**src/rtl/qpsk_carrier_mod.sv**
```systemverilog
// QPSK carrier modulator: captures dibits on in_valid rising edges, Gray-maps them to a
// carrier phase offset and plays a 16-step sine LUT, switching symbols only at period wraps.
module qpsk_carrier_mod #(
  parameter int DW       = 8,
  parameter int CARR_DIV = 4
) (
  input  logic                 clk,
  input  logic                 rst,
  input  logic                 in_valid,
  input  logic [1:0]           in_dibit,
  output logic signed [DW-1:0] mod_out,
  output logic                 out_valid,
  output logic [1:0]           phase_sel,
  output logic                 sym_strobe,
  output logic                 overrun,
  output logic                 underrun
);

  localparam int CW = (CARR_DIV > 1) ? $clog2(CARR_DIV) : 1;
  localparam logic [CW-1:0] DIV_LAST = CW'(CARR_DIV - 1);

  typedef enum logic {IDLE, RUN} state_t;

  state_t          state;
  logic            in_valid_d;
  logic [1:0]      pend_sym;
  logic            pend_flag;
  logic [3:0]      carr_idx;
  logic [CW-1:0]   div_cnt;

  logic            rise;
  logic            boundary;
  logic            load;
  logic [3:0]      idx;
  logic signed [7:0]    lut_val;
  logic signed [DW-1:0] samp;

  // Gray mapping: adjacent phases differ in one bit, 90 degrees = 4 LUT steps.
  function automatic logic [3:0] phase_off(input logic [1:0] sym);
    case (sym)
      2'b00:   phase_off = 4'd2;
      2'b01:   phase_off = 4'd6;
      2'b11:   phase_off = 4'd10;
      default: phase_off = 4'd14;
    endcase
  endfunction

  function automatic logic signed [7:0] sine_lut(input logic [3:0] i);
    case (i)
      4'd0:    sine_lut = 8'sd0;
      4'd1:    sine_lut = 8'sd49;
      4'd2:    sine_lut = 8'sd90;
      4'd3:    sine_lut = 8'sd117;
      4'd4:    sine_lut = 8'sd127;
      4'd5:    sine_lut = 8'sd117;
      4'd6:    sine_lut = 8'sd90;
      4'd7:    sine_lut = 8'sd49;
      4'd8:    sine_lut = 8'sd0;
      4'd9:    sine_lut = -8'sd49;
      4'd10:   sine_lut = -8'sd90;
      4'd11:   sine_lut = -8'sd117;
      4'd12:   sine_lut = -8'sd127;
      4'd13:   sine_lut = -8'sd117;
      4'd14:   sine_lut = -8'sd90;
      default: sine_lut = -8'sd49;
    endcase
  endfunction

  assign rise     = in_valid & ~in_valid_d;
  assign boundary = (state == RUN) && (carr_idx == 4'd15) && (div_cnt == DIV_LAST);
  // A pending dibit is taken either on the first cycle in IDLE or at a period wrap.
  assign load     = pend_flag && ((state == IDLE) || boundary);
  assign idx      = carr_idx + phase_off(phase_sel);
  assign lut_val  = sine_lut(idx);
  assign samp     = DW'(lut_val) <<< (DW - 8);

  always_ff @(posedge clk or negedge rst) begin
    if (!rst) begin
      state      <= IDLE;
      in_valid_d <= 1'b0;
      pend_sym   <= 2'b00;
      pend_flag  <= 1'b0;
      carr_idx   <= 4'd0;
      div_cnt    <= '0;
      mod_out    <= '0;
      out_valid  <= 1'b0;
      phase_sel  <= 2'b00;
      sym_strobe <= 1'b0;
      overrun    <= 1'b0;
      underrun   <= 1'b0;
    end else begin
      in_valid_d <= in_valid;
      sym_strobe <= 1'b0;
      underrun   <= 1'b0;
      overrun    <= rise && pend_flag && !load;
      pend_flag  <= rise || (pend_flag && !load);
      if (rise) pend_sym <= in_dibit;

      case (state)
        IDLE: begin
          carr_idx  <= 4'd0;
          div_cnt   <= '0;
          mod_out   <= '0;
          out_valid <= 1'b0;
          if (pend_flag) begin
            phase_sel  <= pend_sym;
            sym_strobe <= 1'b1;
            state      <= RUN;
          end
        end
        default: begin
          out_valid <= 1'b1;
          mod_out   <= samp;
          if (div_cnt == DIV_LAST) begin
            div_cnt  <= '0;
            carr_idx <= carr_idx + 4'd1;
          end else begin
            div_cnt <= div_cnt + 1'b1;
          end
          if (boundary) begin
            if (pend_flag) begin
              phase_sel  <= pend_sym;
              sym_strobe <= 1'b1;
            end else begin
              underrun <= 1'b1;
            end
          end
        end
      endcase
    end
  end

endmodule

```
**config.mk**
```make
export PLATFORM = sky130hd
export DESIGN_NAME = qpsk_carrier_mod
export DESIGN_NICKNAME = d
export VERILOG_FILES = /design/src/rtl/qpsk_carrier_mod.sv
export SDC_FILE = /design/constraint.sdc
export NUM_CORES = 1
export LEC_CHECK = 0
export BUFFER_PORTS_ARGS = -buffer_cell sky130_fd_sc_hd__buf_2
export CAP_MARGIN = 20
export CORE_MARGIN = 2
export CORE_UTILIZATION = 54
export DETAILED_ROUTE_END_ITERATION = 16
export HOLD_SLACK_MARGIN = 0.06
export PLACE_DENSITY_LB_ADDON = 0.25
export SYNTH_ARGS = -nofsm -noshare
export SYNTH_HDL_FRONTEND = slang
export SYNTH_SLANG_ARGS = --single-unit
```
**constraint.sdc**
```tcl
create_clock -name clk -period 2.45 [get_ports clk]
set_clock_uncertainty 0.15 [all_clocks]
set_input_delay 0.1225 -clock clk [delete_from_list [all_inputs] [get_ports clk]]
set_output_delay 0.1225 -clock clk [all_outputs]
set_load 0.01 [all_outputs]
```
# == After elaboration in Yosys (flattened, before gate mapping) ==
# Memories as Yosys holds them, arrays and structs flattened.
# Index checks and enable logic that the tools add are counted.
# word_totals
output_inout_bits,14
mem_count,1
wordCells,52
in_bits,5
rom_bits,128
regBits,25
# memory_table
memory,depth,width,rd,rd_clocked_by_memory_dff,wr,line_no,source
(no name shown),16,8,1,0,0,49,case (i)
# classes
n_eq_ne,6
bitwise_logic,3
add_sub_neg,3
reduce_logical,10
n_mux,17
# ops
operator,n
$pmux 4 s3,1
$mux 2,5
$mux 1,8
$mux 4,2
$mux 8,1
$logic_and 1x1->1,6
$add 4x1->4 const B,1
$add 4x4->4,1
$eq 2x2->1 const B,2
$eq 4x4->1 const B,1
$ne 2x1->1 const B,2
$add 2x1->2 const B,1
$eq 2x1->1 const B,1
$logic_not 2->1,1
$logic_or 1x1->1,2
$not 1->1,2
$and 1x1->1,1
$logic_not 1->1,1

# == Logic depth before layout (Yosys ltp) ==
# Gate-level depths: netlist (run 1).
# depth
depth_word,8
ltp_mapped,7
depth_no_buf,6

# == Least setup slack after synthesis (run 1) ==
# Ideal clock, no wire load.
# synth_path
path_type,register to register
from,register phase_sel[0]
to,register mod_out[5]
path_buffers,0
required_time_ns,2.175
slack_ns,0.217
setup_time_ns,0.125
synth_period_minus_slack_ns,2.233
t_arrival_ns,1.958
path_stages_with_launch,7
path_cell_list,dfrtp_1 -> inv_1 -> ha_1 -> fa_1 -> xnor2_2 -> xnor2_4 -> mux2_4
# synth_between
elab_chain_len,5
elab_cells_between_ends,7
cone_classes,1 x add/sub; 2 x eq/ne; 2 x mux; 1 x reduce/logical; 1 x memory
# synth_lines
element,line_no,source
start: declaration,13,"output logic [1:0] phase_sel,"
start signal: assignment,106,phase_sel <= pend_sym;
start signal: assignment,122,phase_sel <= pend_sym;
$eq 2x2->1 (tied with other cells),40,case (sym)
$pmux 4 s3 *,40,
$add 4x4->4 *,73,assign idx = carr_idx + phase_off(phase_sel);
$mem_v2 16x8 *,-,
$mux 8 *,99,case (state)
end signal: assignment,113,mod_out <= samp;
end: declaration,11,"output logic signed [DW-1:0] mod_out,"
# Every way passes the cells marked *; elsewhere a longest branch is shown, timed or not.
# A chain may end at the register's enable or synchronous reset.

# == Worst setup path in the final report (run 1) ==
# Same ends and word-level chain as after synthesis.

==> results of run 1 <==
-- routing by layer --
layer | wire length [microns] | global-route usage, %
met5 | 0 | 0
met4 | 13 | 5.26
met3 | 61 | 3.45
met2 | 847 | 25.4
met1 | 853 | 21.0
-- path summary, 6_finish.rpt --
path / start / end / slack (ps) / cells past startpoint
worst max-delay path: phase_sel[0]$_DFFE_PN0P_ / mod_out[5]$_DFF_PN0_ / 150 / 6
worst min-delay path: rst / mod_out[0]$_DFF_PN0_ / 150 / 2
worst max register to register: phase_sel[0]$_DFFE_PN0P_ / mod_out[5]$_DFF_PN0_ / 150 / 6
worst min register to register: div_cnt[0]$_DFF_PN0_ / div_cnt[0]$_DFF_PN0_ / 290 / 1
max in group asynchronous: rst / phase_sel[0]$_DFFE_PN0P_ / 1650 / 2
min in group clk: div_cnt[0]$_DFF_PN0_ / div_cnt[0]$_DFF_PN0_ / 290 / 1
-- cell families (layout without fill, tap and decap cells) --
| group | count (synthesis) | after routing | share of synthesized area [%] |
|---|---|---|---|
| compound gates | 4 | 4 | 2.56 |
| xor+xnor | 5 | 5 | 5.73 |
| fa+ha+maj | 12 | 12 | 12.9 |
| buf+inv | 8 | 33 | 2.56 |
| flops | 25 | 25 | 51.2 |
| mux | 11 | 11 | 9.83 |
| simple gates | 37 | 37 | 15.3 |
-- power groups by stage --
stage	registers (mW)	clock network [mW]	logic [mW]
3_5_place_dp	0.459	0	0.113
3_3_place_gp	0.457	0	0.111
5_1_grt	0.453	0.214	0.127
6_report	0.450	0.185	0.116
4_1_cts	0.451	0.191	0.118
2_1_floorplan	0.472	0	0.0537
-- sequential cells by signal, indices dropped and copies added, names as in the netlist --
signal / count
mod_out: 8
carr_idx: 4
div_cnt: 2
pend_sym: 2
phase_sel: 2
in_valid_d: 1
out_valid: 1
overrun: 1
pend_flag: 1
state: 1
sym_strobe: 1
underrun: 1
-- cells in the mapped netlist, types with 3 or more instances --
| master | n | area, sq um |
|---|---|---|
| dfrtp_1 | 25 | 626 |
| nand2_1 | 15 | 56.3 |
| ha_1 | 11 | 138 |
| mux2i_1 | 6 | 60.1 |
| and2_1 | 5 | 31.3 |
| inv_1 | 5 | 18.8 |
| nor2b_1 | 5 | 31.3 |
| mux2_2 | 4 | 45.0 |
| nand2b_1 | 3 | 18.8 |
| nor2_1 | 3 | 11.3 |
-- stage by stage --
step	cell area, sq um	cells	setup slack [ps]
after floorplan	1220	102	217
after global placement	1350	147	253
after detailed placement	1350	147	172
after CTS	1420	155	143
after global routing	1420	155	17.7
final	1420	155	150
-- cell usage in the layout (no fill, tap or decap) --
master,instances
o211ai_1,1
buf_2,18
nand2_1,15
xnor2_4,1
a21boi_2,1
nand3_1,1
o21ai_0,1
dfrtp_1,25
ha_1,11
and2_1,5
a21boi_0,1
nor3b_1,1
inv_1,5
xor2_1,1
or2_2,2
clkinvlp_4,1
nand2b_1,3
xnor2_1,2
mux2i_1,6
nor2_1,3
nand4_1,2
mux2_2,4
clkbuf_4,3
nor2b_1,5
buf_4,2
mux2_4,1
dlygate4sd3_1,4
fa_1,1
xnor2_2,1
-- final cells by class --
type / instances / area [sq um]
inverter: 5 / 18.8
multi-input combinational: 69 / 566
tap: 28 / 35.0
timing repair buffer: 24 / 145
clock buffer: 3 / 22.5
clock inverter: 1 / 7.51
fill: 184 / 749
sequential: 25 / 626
-- critical path: stages, from the launching register on --
cell and delay, ps:
dfrtp_1 420, inv_1 60, ha_1 310, fa_1 560, or2_2 330, a21boi_0 240, mux2_4 190
==> flow_summary.toml, run 1 <==
[clock_network]
cts_buffers = 3
postCtsHoldBufs = 4
cts_tree = "yes"
cts.sinks = 25
htree_levels = 1
post-cts-setup-buffers = 0
postCtsResizedCells = 0
cts_root_buf = "clkbuf_4"
clk_latency_ps = 310
clk_path_buf_depth = 2
clkSlewWorstSetupHoldPaths_ps = 140

[cells_and_area]
area_growth_pct = 16.2
drive_above_1_share_pct = 26.8
finalCoreUtilization_pct = 65.5
antennaDiodeCount = 0
nets = 145

[power]
finalPower_mw = 0.750
powerDensity_nw_per_um2 = 528
pwr-share-seq_pct = 60.0
p_int_mw = 0.562
total_leakage_power_nw = 0.713
power_frac_clock_pct = 24.6
power_switching_mw = 0.189
comb_power_share_pct = 15.4
p_sw_share_pct = 25.1
irDropWorstVdd_mv = 0.405

[logic_synthesis]
ys.flop_type = "dfrtp_1"
synth_edf_count = 0
yosysSeqAreaShare_pct = 51.2
synthArstFlopShare_pct = 100
syn_nets = 119
syn-cell-area_sq_um = 1220
ys_warn_count = 0
synth_cells = 102
synth_cell_types = 26
ys_ff_latch = 25
avgSynthCellArea_sq_um = 12.0

[floorplan]
initial_core_util_pct = 56.3
die-area_sq_um = 2660
placement_rows = 17
die_w_microns = 51.6
fp.dieH_microns = 51.6
boundaryPins = 19
coreArea_sq_um = 2170

[sta]
worst_slew_pin_slew_ps = 598
fin_crit_ps = 2300
min_period_over_period_pct = 93.9
tns_ps = 0
rsz0062_at_grt = "no"
fmax_ghz = 0.435
max_slew_margin_pct = 60.1
final-setup-viol-count = 0
hold_viol_final = 0
slew_violations = 0
whs_ps = 152

[worst_setup_path]
crit_path_start_kind = "flop"
worstSetupEndpointType = "flop"
crit_type = "flop to flop"
crit_fanout = 7
cp.arrival_ps = 2420
critPathRequiredTime_ps = 2570

[route]
post-route-drc-count = 0
wl_per_cell_microns = 11.5
detail-route-antenna-nets = 0
finalWirelength_mm = 1.78
drtIter0Drc = 9
vias = 756
first_pass_iters = 4
via_per_inst = 4.88

[run]
drv_cap = 0

[global_route]
grt_start_max_net_pins = 26
grt-ovfl-total = 0
track_usage_pct = 15.7
grt_antenna_before_repair = 0
grt_pass1_vias = 741
grt_pass1_wl_mm = 3.13

[outcome]
status = "complete, no violations"

[placed_design]
dpl.hpwl_mm = 1.30
port_buffers = 18
gp_congestion = 0.785

[hold_path]
hold_class = "input port to asynchronous set/reset pin"
Power figures use the tool's default switching activity.
==> run 2: changes to the inputs <==
--- a/config.mk
+++ b/config.mk
@@ -7,7 +7,7 @@
 export LEC_CHECK = 0
 export BUFFER_PORTS_ARGS = -buffer_cell sky130_fd_sc_hd__buf_2
 export CAP_MARGIN = 20
-export CORE_MARGIN = 2
+export CORE_MARGIN = 3
 export CORE_UTILIZATION = 54
 export DETAILED_ROUTE_END_ITERATION = 16
 export HOLD_SLACK_MARGIN = 0.06
==> run 2 against run 1 <==
Against the previous run:
- routed wire length is 3.2% higher
- largest power group unchanged
- first-iteration DRC count is 44% lower
- via count is 3.4% lower
- maximum frequency up 0.80%
- register-to-register slack better by 20 ps
- flip-flop and latch count unchanged
- clock power fell by 4%
- die area is 7.9% higher
- largest cell class unchanged
- power fell by 1.3%
- worst setup slack better by 18 ps
- final cell count down 1.3%
==> flow_summary.toml, run 2 (same netlist as run 1, synthesis figures left out) <==
[placed_design]
port_buffers = 18
dpl.hpwl_mm = 1.33
gp_congestion = 0.798

[sta]
worst_slew_pin_slew_ps = 582
whs_ps = 154
hold_viol_final = 0
final-setup-viol-count = 0
fin_crit_ps = 2280
rsz0062_at_grt = "no"
max_slew_margin_pct = 61.2
slew_violations = 0
tns_ps = 0
min_period_over_period_pct = 93.2
fmax_ghz = 0.438

[route]
dr.max_layer_used = "met4"
first_pass_iters = 4
vias = 730
route.met3.wl_microns = 82
via_per_inst = 4.77
drtIter0Drc = 5
finalWirelength_mm = 1.83
wl_met2_microns = 901
met1_length_microns = 816
wl_per_cell_microns = 12.0
detail-route-antenna-nets = 0
post-route-drc-count = 0

[power]
irDropWorstVdd_mv = 0.428
total_leakage_power_nw = 0.712
p_sw_share_pct = 24.7
comb_power_share_pct = 15.2
power_switching_mw = 0.183
p_int_mw = 0.557
powerDensity_nw_per_um2 = 526
power_frac_clock_pct = 24.1
pwr-share-seq_pct = 60.7

[floorplan]
coreArea_sq_um = 2040
die-area_sq_um = 2870
boundaryPins = 19
die_w_microns = 53.6
initial_core_util_pct = 59.9
placement_rows = 16
fp.dieH_microns = 53.6

[worst_setup_path]
crit_path_start_kind = "flop"
timing.rr.start = "phase_sel[0]$_DFFE_PN0P_"
worstSetupEndpointType = "flop"
crit_fanout = 7
ff2ff_path_depth = 6
cp.arrival_ps = 2340
crit_type = "flop to flop"
critPathRequiredTime_ps = 2510
r2r_slack_ps = 170
r2r-end = "mod_out[5]$_DFF_PN0_"

[cells_and_area]
regMostFlops = "mod_out"
area_growth_pct = 15.3
largestRegisters = "mod_out (8), carr_idx (4)"
largest_reg_flops = 8
multi_input_area_sq_um = 566
final_cell_mix = "25 x dfrtp_1, 18 x buf_2, 15 x nand2_1"
antennaDiodeCount = 0
fillers = 163
nets = 144
drive_above_1_share_pct = 26.2
final_common_cell = "dfrtp_1"
regArea_sq_um = 626

[clock_network]
post-cts-setup-buffers = 0
cts.sinks = 25
htree_levels = 1
cts_buffers = 3
postCtsResizedCells = 0
cts_root_buf = "clkbuf_4"
cts_tree = "yes"
clkSlewWorstSetupHoldPaths_ps = 130
clk_path_buf_depth = 2
postCtsHoldBufs = 4
clk_latency_ps = 320

[global_route]
grt_antenna_before_repair = 0
track_usage_pct = 15.7
grt_start_max_net_pins = 26
grt-ovfl-total = 0
grt_pass1_vias = 739
grt_pass1_wl_mm = 3.17

[run]
drv_cap = 0

[hold_path]
hold_class = "input port to asynchronous set/reset pin"

[outcome]
status = "complete, no violations"
## run 2: worst max-delay path by stage
| stage | start | end | slack [ps] |
|---|---|---|---|
| finish | phase_sel[0]$_DFFE_PN0P_ | mod_out[5]$_DFF_PN0_ | 170 |
| detailed placement | phase_sel[0]$_DFFE_PN0P_ | mod_out[5]$_DFF_PN0_ | 170 |
| global route | phase_sel[0]$_DFFE_PN0P_ | mod_out[5]$_DFF_PN0_ | 100 |
| floorplan | phase_sel[0]$_DFFE_PN0P_ | mod_out[5]$_DFF_PN0_ | 220 |
| CTS | phase_sel[0]$_DFFE_PN0P_ | mod_out[5]$_DFF_PN0_ | 160 |
| global placement | phase_sel[0]$_DFFE_PN0P_ | mod_out[5]$_DFF_PN0_ | 240 |
## run 2: power by group through the flow
stage	clock, mW	sequential (mW)	combinational [mW]
global placement	0	0.457	0.108
finish	0.178	0.450	0.112
detailed placement	0	0.458	0.110
floorplan	0	0.472	0.0537
global route	0.205	0.454	0.125
CTS	0.189	0.450	0.115
## run 2: area by class of cell
cell class	count	share of cell area [%]
sequential	25	44.4
multi-input combinational	69	40.1
timing repair buffer	23	9.77
tap	27	2.40
clock buffer	3	1.60
inverter	5	1.33
clock inverter	1	0.355
## run 2: through the flow
stage | utilization, % | setup WS [ps] | area (sq um) | cells | power, mW
2_1_floorplan | - | 217 | 1220 | 102 | 0.526
3_3_place_gp | 65.7 | 241 | 1340 | 145 | 0.565
3_5_place_dp | 65.7 | 175 | 1340 | 145 | 0.569
4_1_cts | 69.0 | 157 | 1410 | 153 | 0.754
5_1_grt | 69.0 | 104 | 1410 | 153 | 0.783
6_report | 69.0 | 168 | 1410 | 153 | 0.741
## run 2: routing by layer
metal,GRT usage [%],vias to the layer above
met3,3.32,4
li1,-,376
met1,19.6,336
met4,9.36,0
met2,24.9,14
met5,0,-
## run 2: worst max-delay path, cell delays in order, from the launching register on
cell,delay [ps]
dfrtp_1,410
inv_1,60
ha_1,320
fa_1,420
xnor2_2,190
xnor2_4,310
mux2_4,320
==> run 3: changes to the inputs <==
--- a/config.mk
+++ b/config.mk
@@ -8,7 +8,7 @@
 export BUFFER_PORTS_ARGS = -buffer_cell sky130_fd_sc_hd__buf_2
 export CAP_MARGIN = 20
 export CORE_MARGIN = 3
-export CORE_UTILIZATION = 54
+export CORE_UTILIZATION = 59
 export DETAILED_ROUTE_END_ITERATION = 16
 export HOLD_SLACK_MARGIN = 0.06
 export PLACE_DENSITY_LB_ADDON = 0.25
==> constraint.sdc (replaced) <==
create_clock -name clk -period 2.8 [get_ports clk]
set_clock_uncertainty 0.15 [all_clocks]
set_input_delay 0.14 -clock clk [delete_from_list [all_inputs] [get_ports clk]]
set_output_delay 0.14 -clock clk [all_outputs]
set_load 0.01 [all_outputs]
==> run 3 against run 2 <==
Against the previous run:
- worst setup slack gained 320 ps
- utilization grew 7.2 points
- via count grew 0.27%
- non-clock buffer count shrank 1
- final area shrank 0.53%
- highest routed layer unchanged
- count of clock-buffer cells in the layout is the same
- routed wire length shrank 0.38%
==> flow_summary.toml, run 3 (same netlist as run 1, synthesis figures left out) <==
[cells_and_area]
largest_reg_flops = 8
largestRegisters = "mod_out (8), carr_idx (4)"
regArea_sq_um = 626
final_common_cell = "dfrtp_1"
fin_cells = 150
antennaDiodeCount = 0
drive_above_1_share_pct = 25.6
nets = 143
finalCoreUtilization_pct = 76.2
regMostFlops = "mod_out"
fillers = 132
area_growth_pct = 14.6
multi_input_area_sq_um = 566
final_cell_mix = "25 x dfrtp_1, 18 x buf_2, 15 x nand2_1"

[power]
powerDensity_nw_per_um2 = 470
pwr-share-seq_pct = 59.7
p_sw_share_pct = 25.8
power_switching_mw = 0.170
p_int_mw = 0.489
irDropWorstVdd_mv = 0.345
total_leakage_power_nw = 0.703
comb_power_share_pct = 14.8
power_frac_clock_pct = 25.5

[worst_setup_path]
crit_family = "adder cells"
slowest_stage = "fa_1"
cp.arrival_ps = 2440
cpPeakStageDelay_ps = 560
crit_buf_inv = 1
crit_chain = "inv_1 > ha_1 > fa_1 > or2_2 > a21boi_0 > mux2_4"
crit_path_start_kind = "flop"
worstSetupEndpointType = "flop"
critPathRequiredTime_ps = 2930
crit_type = "flop to flop"
crit_fanout = 7

[route]
detail-route-antenna-nets = 0
post-route-drc-count = 0
drtIter0Drc = 2
wl_per_cell_microns = 12.2
first_pass_iters = 2
finalWirelength_mm = 1.83
vias = 732
via_per_inst = 4.88

[sta]
rsz0062_at_grt = "no"
min_period_over_period_pct = 82.6
max_slew_margin_pct = 60.4
fmax_ghz = 0.432
worst_slack_ps = 486
whs_ps = 142
fin_crit_ps = 2310
hold_viol_final = 0
slew_violations = 0
worst_slew_pin_slew_ps = 594
final-setup-viol-count = 0
tns_ps = 0

[global_route]
grt-ovfl-total = 0
grt_start_max_net_pins = 26
grt_antenna_before_repair = 0
grt_pass1_wl_mm = 3.21
grt_pass1_vias = 742
track_usage_pct = 17.3

[floorplan]
placement_rows = 15
fp.dieH_microns = 51.5
die_w_microns = 51.5
die-area_sq_um = 2650
coreArea_sq_um = 1840
initial_core_util_pct = 66.5
boundaryPins = 19

[placed_design]
gp_congestion = 0.780
dp_slack_ps = 508
dp_cells = 142
port_buffers = 18
dpl.hpwl_mm = 1.26

[clock_network]
htree_levels = 1
cts.sinks = 25
cts_tree = "yes"
clkSlewWorstSetupHoldPaths_ps = 140
clk_latency_ps = 330
cts_buffers = 3
postCtsResizedCells = 0
cts_root_buf = "clkbuf_4"
clk_path_buf_depth = 2

[run]
drv_cap = 0

[hold_path]
hold_class = "input port to asynchronous set/reset pin"

[outcome]
status = "complete, no violations"
## run 3: changes by cell type in the layout (fill, tap and decap cells not counted), sizes merged
| cell | delta |
|---|---|
| clkinvlp | +1 |
| buf | -1 |
| clkinv | -1 |
## run 3: worst paths after layout
check | start | endpoint | slack [ps] | depth (start not counted)
setup / recovery | phase_sel[0]$_DFFE_PN0P_ | mod_out[5]$_DFF_PN0_ | 490 | 6
hold / removal | rst | mod_out[1]$_DFF_PN0_ | 140 | 2
setup reg to reg | phase_sel[0]$_DFFE_PN0P_ | mod_out[5]$_DFF_PN0_ | 490 | 6
hold reg to reg | div_cnt[0]$_DFF_PN0_ | div_cnt[0]$_DFF_PN0_ | 300 | 1
max in group asynchronous | rst | carr_idx[0]$_DFFE_PN0P_ | 2020 | 2
min in group clk | div_cnt[0]$_DFF_PN0_ | div_cnt[0]$_DFF_PN0_ | 300 | 1
## run 3: final cells by class
| type | count | share of cell area (%) |
|---|---|---|
| well taps | 25 | 2.23 |
| flip-flops and latches | 25 | 44.6 |
| inverters | 5 | 1.34 |
| repair buffers | 22 | 9.29 |
| multi-input cells | 69 | 40.4 |
| clock inverters | 1 | 0.536 |
| clock buffers | 3 | 1.61 |
## run 3: timing repair
item | CTS | global route
setup endpoints to repair | 0 | 0
buffers inserted | 0 | 0
endpoints found under the hold margin | 30 | 0
hold buffers | 4 | 0
## run 3: power by group through the flow
stage               Clock [mW]  Sequential (mW)  Combinational [mW]
floorplan                    0            0.413              0.0470
global placement             0            0.400              0.0940
detailed placement           0            0.401              0.0959
CTS                      0.174            0.394               0.100
global route             0.189            0.396               0.108
finish                   0.168            0.393              0.0977
## run 3: worst register-to-register path: cells and delay by family (launching register included)
kind / cells / cell delay [ps]
adders and majority gates: 2 / 880
DFF: 1 / 410
and+or+nand+nor: 1 / 330
AOI/OAI and AO/OA: 1 / 240
muxes: 1 / 190
buffers and inverters: 1 / 60
## run 3: metal layers
layer / track usage, % / vias to the layer above / routed length (microns)
li1: - / 372 / -
met1: 20.6 / 334 / 838
met2: 27.1 / 19 / 830
met3: 3.44 / 7 / 78
met4: 13.5 / 0 / 78
met5: 0 / - / 0
## run 3: per-stage QoR
stage,power (mW),cell area [sq um]
6_report,0.659,1400
3_3_place_gp,0.494,1330
5_1_grt,0.694,1400
3_5_place_dp,0.497,1330
2_1_floorplan,0.460,1220
4_1_cts,0.668,1400
